<file path="src/rtl/pipe_stage_exe_md.sv">
// Execute stage: operand muxing, ALU, JAL link path and an iterative
// one-bit-per-cycle multiply/divide unit with HI/LO registers.
module pipe_stage_exe_md #(
    parameter int unsigned WIDTH = 32,
    parameter int unsigned SHW   = 5,
    parameter int unsigned CW    = 6
) (
    input  logic             clock,
    input  logic             reset,
    input  logic             evalid,
    input  logic [3:0]       ealuc,
    input  logic [2:0]       emd,
    input  logic             ealuimm,
    input  logic             eshift,
    input  logic             ejal,
    input  logic [WIDTH-1:0] ea,
    input  logic [WIDTH-1:0] eb,
    input  logic [WIDTH-1:0] eimm,
    input  logic [WIDTH-1:0] epc4,
    input  logic [4:0]       ern0,
    output logic [WIDTH-1:0] ealu,
    output logic [4:0]       ern,
    output logic             estall,
    output logic             ebusy
);

    typedef enum logic {IDLE, BUSY} state_t;

    state_t             state_q, state_d;
    logic [CW-1:0]      cnt_q, cnt_d;
    logic [WIDTH-1:0]   acc_q, acc_d;     // product high half / partial remainder
    logic [WIDTH-1:0]   mq_q, mq_d;       // multiplier / dividend-quotient
    logic [WIDTH-1:0]   opb_q, opb_d;     // multiplicand / divisor magnitude
    logic               div_q, div_d;
    logic               negp_q, negp_d;   // negate product or quotient
    logic               negr_q, negr_d;   // negate remainder
    logic [WIDTH-1:0]   hi_q, hi_d;
    logic [WIDTH-1:0]   lo_q, lo_d;

    logic               md_start, md_class, md_signed, md_divop, issue;
    logic               a_neg, b_neg, div_zero;
    logic [WIDTH-1:0]   mag_a, mag_b;
    logic [WIDTH-1:0]   alu_a, alu_b, alu_y;
    logic [SHW-1:0]     shamt;
    logic [WIDTH:0]     mul_sum, div_sh, div_tr;
    logic [WIDTH-1:0]   acc_n, mq_n;
    logic [2*WIDTH-1:0] prod;

    // Operation decode, issue/stall and operand magnitude preparation
    always_comb begin
        md_start  = (emd >= 3'd1) && (emd <= 3'd4);
        md_class  = (emd >= 3'd1) && (emd <= 3'd6);
        md_signed = (emd == 3'd1) || (emd == 3'd3);
        md_divop  = (emd == 3'd3) || (emd == 3'd4);
        ebusy     = (state_q == BUSY);
        estall    = evalid && md_class && ebusy;
        issue     = evalid && md_start && (state_q == IDLE);
        a_neg     = md_signed && ea[WIDTH-1];
        b_neg     = md_signed && eb[WIDTH-1];
        div_zero  = md_divop && (eb == '0);
        // Divide by zero runs as an unsigned divide of the raw ea by 0, which
        // naturally yields an all-ones quotient and the unmodified ea remainder.
        mag_a     = (a_neg && !div_zero) ? -ea : ea;
        mag_b     = b_neg ? -eb : eb;
    end

    // ALU with shift-amount / immediate operand muxing
    always_comb begin
        alu_a = eshift ? {{(WIDTH-SHW){1'b0}}, eimm[6+SHW-1:6]} : ea;
        alu_b = ealuimm ? eimm : eb;
        shamt = alu_a[SHW-1:0];
        case (ealuc)
            4'd0:    alu_y = alu_a + alu_b;
            4'd1:    alu_y = alu_a - alu_b;
            4'd2:    alu_y = alu_a & alu_b;
            4'd3:    alu_y = alu_a | alu_b;
            4'd4:    alu_y = alu_a ^ alu_b;
            4'd5:    alu_y = alu_b << (WIDTH/2);
            4'd6:    alu_y = alu_b << shamt;
            4'd7:    alu_y = alu_b >> shamt;
            4'd8:    alu_y = $signed(alu_b) >>> shamt;
            4'd9:    alu_y = {{(WIDTH-1){1'b0}}, $signed(alu_a) < $signed(alu_b)};
            4'd10:   alu_y = {{(WIDTH-1){1'b0}}, alu_a < alu_b};
            default: alu_y = '0;
        endcase
    end

    // Result and destination selection
    always_comb begin
        if (ejal)
            ealu = epc4 + WIDTH'(4);
        else if (emd == 3'd5)
            ealu = hi_q;
        else if (emd == 3'd6)
            ealu = lo_q;
        else
            ealu = alu_y;
        ern = md_start ? 5'd0 : (ern0 | {5{ejal}});
    end

    // One iteration step: shift-add multiply or restoring divide
    always_comb begin
        mul_sum = {1'b0, acc_q} + (mq_q[0] ? {1'b0, opb_q} : '0);
        div_sh  = {acc_q, mq_q[WIDTH-1]};
        div_tr  = div_sh - {1'b0, opb_q};
        if (div_q) begin
            if (!div_tr[WIDTH]) begin
                acc_n = div_tr[WIDTH-1:0];
                mq_n  = {mq_q[WIDTH-2:0], 1'b1};
            end else begin
                acc_n = div_sh[WIDTH-1:0];
                mq_n  = {mq_q[WIDTH-2:0], 1'b0};
            end
        end else begin
            acc_n = mul_sum[WIDTH:1];
            mq_n  = {mul_sum[0], mq_q[WIDTH-1:1]};
        end
        prod = {acc_n, mq_n};
    end

    // Mul/div FSM next state and HI/LO write on completion
    always_comb begin
        state_d = state_q;
        cnt_d   = cnt_q;
        acc_d   = acc_q;
        mq_d    = mq_q;
        opb_d   = opb_q;
        div_d   = div_q;
        negp_d  = negp_q;
        negr_d  = negr_q;
        hi_d    = hi_q;
        lo_d    = lo_q;
        case (state_q)
            IDLE: begin
                if (issue) begin
                    state_d = BUSY;
                    cnt_d   = CW'(WIDTH);
                    acc_d   = '0;
                    mq_d    = mag_a;
                    opb_d   = mag_b;
                    div_d   = md_divop;
                    negp_d  = !div_zero && (a_neg ^ b_neg);
                    negr_d  = !div_zero && md_divop && a_neg;
                end
            end
            BUSY: begin
                acc_d = acc_n;
                mq_d  = mq_n;
                cnt_d = cnt_q - CW'(1);
                if (cnt_q == CW'(1)) begin
                    state_d = IDLE;
                    if (div_q) begin
                        lo_d = negp_q ? -mq_n : mq_n;
                        hi_d = negr_q ? -acc_n : acc_n;
                    end else begin
                        {hi_d, lo_d} = negp_q ? -prod : prod;
                    end
                end
            end
            default: state_d = IDLE;
        endcase
    end

    // State, working registers and HI/LO
    always_ff @(posedge clock) begin
        if (reset) begin
            state_q <= IDLE;
            cnt_q   <= '0;
            acc_q   <= '0;
            mq_q    <= '0;
            opb_q   <= '0;
            div_q   <= 1'b0;
            negp_q  <= 1'b0;
            negr_q  <= 1'b0;
            hi_q    <= '0;
            lo_q    <= '0;
        end else begin
            state_q <= state_d;
            cnt_q   <= cnt_d;
            acc_q   <= acc_d;
            mq_q    <= mq_d;
            opb_q   <= opb_d;
            div_q   <= div_d;
            negp_q  <= negp_d;
            negr_q  <= negr_d;
            hi_q    <= hi_d;
            lo_q    <= lo_d;
        end
    end

endmodule

</file>
<file path="config.mk">
export PLATFORM = sky130hd
export DESIGN_NAME = pipe_stage_exe_md
export DESIGN_NICKNAME = d
export VERILOG_FILES = /design/src/rtl/pipe_stage_exe_md.sv
export SDC_FILE = /design/constraint.sdc
export NUM_CORES = 1
export LEC_CHECK = 0
export ABC_AREA = 1
export CORE_ASPECT_RATIO = 0.9
export CORE_MARGIN = 5
export CORE_UTILIZATION = 40
export DETAILED_ROUTE_END_ITERATION = 8
export PLACE_DENSITY = 0.57
export SETUP_SLACK_MARGIN = 0.15
export SLEW_MARGIN = 20
export SYNTH_ARGS = -nofsm -noshare
export SYNTH_HDL_FRONTEND = slang
export SYNTH_SLANG_ARGS = --single-unit
</file>
<file path="constraint.sdc">
create_clock -name clock -period 5.07 [get_ports clock]
set_input_delay 1.014 -clock clock [delete_from_list [all_inputs] [get_ports clock]]
set_output_delay 1.014 -clock clock [all_outputs]
set_load 0.02 [all_outputs]
</file>
==> results of run 1 <==
[flip-flops by register name, summed over array words and instances (netlist names)]
signal / count
div_q: 1
opb_q: 32
lo_q: 32
mq_q: 32
ebusy: 1
acc_q: 32
negr_q: 1
cnt_q: 6
hi_q: 32
negp_q: 1
[area by class of cell]
| cell class | count | area (µm²) |
|---|---|---|
| flip-flops and latches | 170 | 3410 |
| multi-input cells | 3898 | 22900 |
| well taps | 864 | 1080 |
| inverters | 698 | 2670 |
| repair buffers | 1165 | 9960 |
| clock inverters | 14 | 151 |
| fillers | 6604 | 25300 |
| clock buffers | 18 | 439 |
[logic make-up (layout without fill, tap and decap cells)]
logic type | Yosys count | in the layout | synth area share [%]
XOR/XNOR | 85 | 85 | 2.79
multiplexers | 11 | 11 | 0.412
adder cells (fa/ha/maj) | 171 | 171 | 8.12
AND/OR/NAND/NOR | 2568 | 2568 | 40.3
buffers and inverters | 908 | 1895 | 13.0
flip-flops | 170 | 170 | 12.7
AO/OA/AOI/OAI | 1063 | 1063 | 22.7
[placed cells by master, fill, tap and decap left out, drive strengths merged, types with 16 or more instances in the layout]
cell type | synthesis | layout
nand2 | 1502 | 1502
buf | 42 | 1011
inv | 692 | 696
nor2 | 552 | 552
o21ai | 416 | 416
a21oi | 367 | 367
nand3 | 325 | 325
dfxtp | 170 | 170
ha | 167 | 167
clkdlybuf4s50 | 0 | 102
xor2 | 74 | 74
a31oi | 64 | 64
nor3 | 53 | 53
nand4 | 51 | 51
o211ai | 40 | 40
or2 | 34 | 34
dlygate4sd2 | 0 | 29
o221ai | 29 | 29
o22ai | 27 | 27
clkbuf | 168 | 27
nand3b | 26 | 26
o21a | 25 | 25
a221oi | 18 | 18
o21bai | 17 | 17
a21o | 16 | 16
[worst max-delay path by stage]
stage                 start       end  slack [ns]  cells past startpoint
floorplan            eshift  ealu[20]        0.15                     23
global placement      eb[9]  ealu[31]       -1.16                     24
detailed placement    eb[9]   ealu[0]       -1.25                     22
CTS                 ealuimm  ealu[22]       -0.11                     28
global route        eimm[1]  ealu[20]       -0.29                     25
finish              ealuimm  ealu[20]       -0.16                     25
[metal layers]
layer / share of wire [%] / track usage [%] / vias up
li1: - / - / 18179
met5: 0 / 0 / -
met4: 3.9 / 11.9 / 0
met3: 11 / 7.60 / 269
met1: 45 / 56.3 / 17507
met2: 40 / 56.0 / 1915
[worst min-delay path, stage by stage, from the launching register on]
cell and delay, ns:
dfxtp_1 0.33, nand2_1 0.06, a21oi_1 0.05
[power by group]
| part | leakage [µW] | internal, µW | switching, µW |
|---|---|---|---|
| clock network | 0.000279 | 671 | 708 |
| registers | 0.00138 | 1400 | 60.6 |
| logic | 0.0187 | 1850 | 2650 |
| total | 0.0204 | 3920 | 3420 |
[per-stage QoR]
step,cells,hold slack [ns],total power [µW],worst slack [ns]
final,6827,0.484,7340,-0.158
after global routing,6827,0.495,7680,-0.294
after CTS,6758,0.485,6870,-0.112
after detailed placement,6659,0.472,5130,-1.25
after global placement,6659,0.471,5120,-1.16
after floorplan,4976,0.446,3320,0.152
[timing repair]
item / CTS / global route
gates cloned: 3 / 6
setup endpoints to repair: 32 / 46
pin swaps: 179 / 219
setup buffers: 64 / 63
gates resized for setup: 810 / 414
==> impl_metrics.yaml, run 1 <==
outcome:
  outcome: "finished with violations"
  failed_checks: "negative setup slack"
yosys:
  netlist.area_leader.share_pct: 20.7
  yosys_warnings: 0
  synth.avg_cell_area_um2: 5.37
  syn_area_um2: 26700
  yosysMostFrequentCell: "nand2_1"
  synth_nets: 5293
  synth_area_leaders: "nand2_1, dfxtp_1, inv_1"
  synth_cells: 4976
  ys.flop_type: "dfxtp_1"
  synth-seq-cells: 170
  ys_types: 64
  synth_edf_count: 0
  ys_top_cells_by_count: "nand2_1, inv_1, nor2_1"
  synth-async-reset-ratio_pct: 0
  yosys.area.top_type: "nand2_1"
  synth-seq-area-share_pct: 12.7
placed_design:
  io_buffers: 184
  post-dp-hpwl_um: 118000
  placed_area_um2: 35500
  place.gp.congestion: 1.07
grt:
  antenna_found_initial: 1
  globalRouteTotalUtil_pct: 38.2
  grt_pass1_vias: 33960
  grt_max_degree: 75
  grt_overflow_total: 0
  grt_pass1_wl_um: 210000
timing:
  max_freq_mhz: 191
  hold_violations: 0
  finalSetupTns_ns: -1.10
  fin_ws_ns: -0.158
  tightest_slew_ns: 0.910
  fin_crit_sh_pct: 103
  rsz0062_at_grt: "yes"
  maxSlewHeadroom_pct: 39.4
  fin_skew_ns: 0.0184
  period_needed_ns: 5.23
  setup_viol: 17
  drv_slew: 0
drt:
  antenna_left: 0
  routed_via_density: 5.55
  drc: 0
  dr.pass1.iters: 6
  drt_wl_total_um: 146000
  via_count: 37870
  drt_iter0_drc: 4270
  wire_per_inst_um: 21.4
floorplan:
  die_y_um: 255
  rows: 89
  coreArea_um2: 65900
  initial_utilization_pct: 40.5
  die-width_um: 282
  ios: 185
  dieArea_um2: 72100
setup_path:
  r2r_slack_ns: 0.45
  cp_top_family: "simple AND/OR/NAND/NOR gates"
  crit_buf_inv: 7
  required_ns: 4.06
  crit_fanout: 5
  reg2reg_from: "mq_q[31]"
  arrival_ns: 4.21
  worstRegToRegCells: 35
  critical_path.endpoint_type: "output port"
  crit_type: "in2out"
  worst_path_largest_cell_delay_ns: 0.37
  cp-start-kind: "input pin"
  crit_slowest_cell: "fa_2"
  rr_endpoint: "hi_q[16]"
min_path:
  holdCritStartpoint: "hi_q[0]"
  hold_path_end: "hi_q[0]"
  worstHoldPathCells: 2
  min_path_type: "reg2reg"
final_layout:
  layout-drive-gt1-share_pct: 30.0
  finalInstanceArea_um2: 40600
  area_growth_syn_to_layout_pct: 52.0
  num_antenna_cells: 0
  fin_util_pct: 61.6
  fin_nets: 6267
clock_network:
  cts_inserted_buffers: 17
  clock_latency_ns: 0.47
  cts_hold_buf: 0
  cts.reportedPaths.clkPinSlew_ns: 0.08
  cts_root_buf: "clkbuf_16"
  clock_path_buffers: 2
  cts_max_level: 4
  cts.sinks: 170
  cts_tree: "done"
flow_run:
  drv_cap: 0
pwr:
  ir_worst_vdd_v: 0.000160
  p_per_area_nw_per_um2: 181
  p_leak_uw: 0.0204
(Power assumes the default switching activity.)
==> run 2: changes to the inputs <==
ABC_CLOCK_PERIOD_IN_PS = 5070   (was not set)
==> results of run 2 <==
No change in the layout: final DEF, timing and power equal those of run 1.
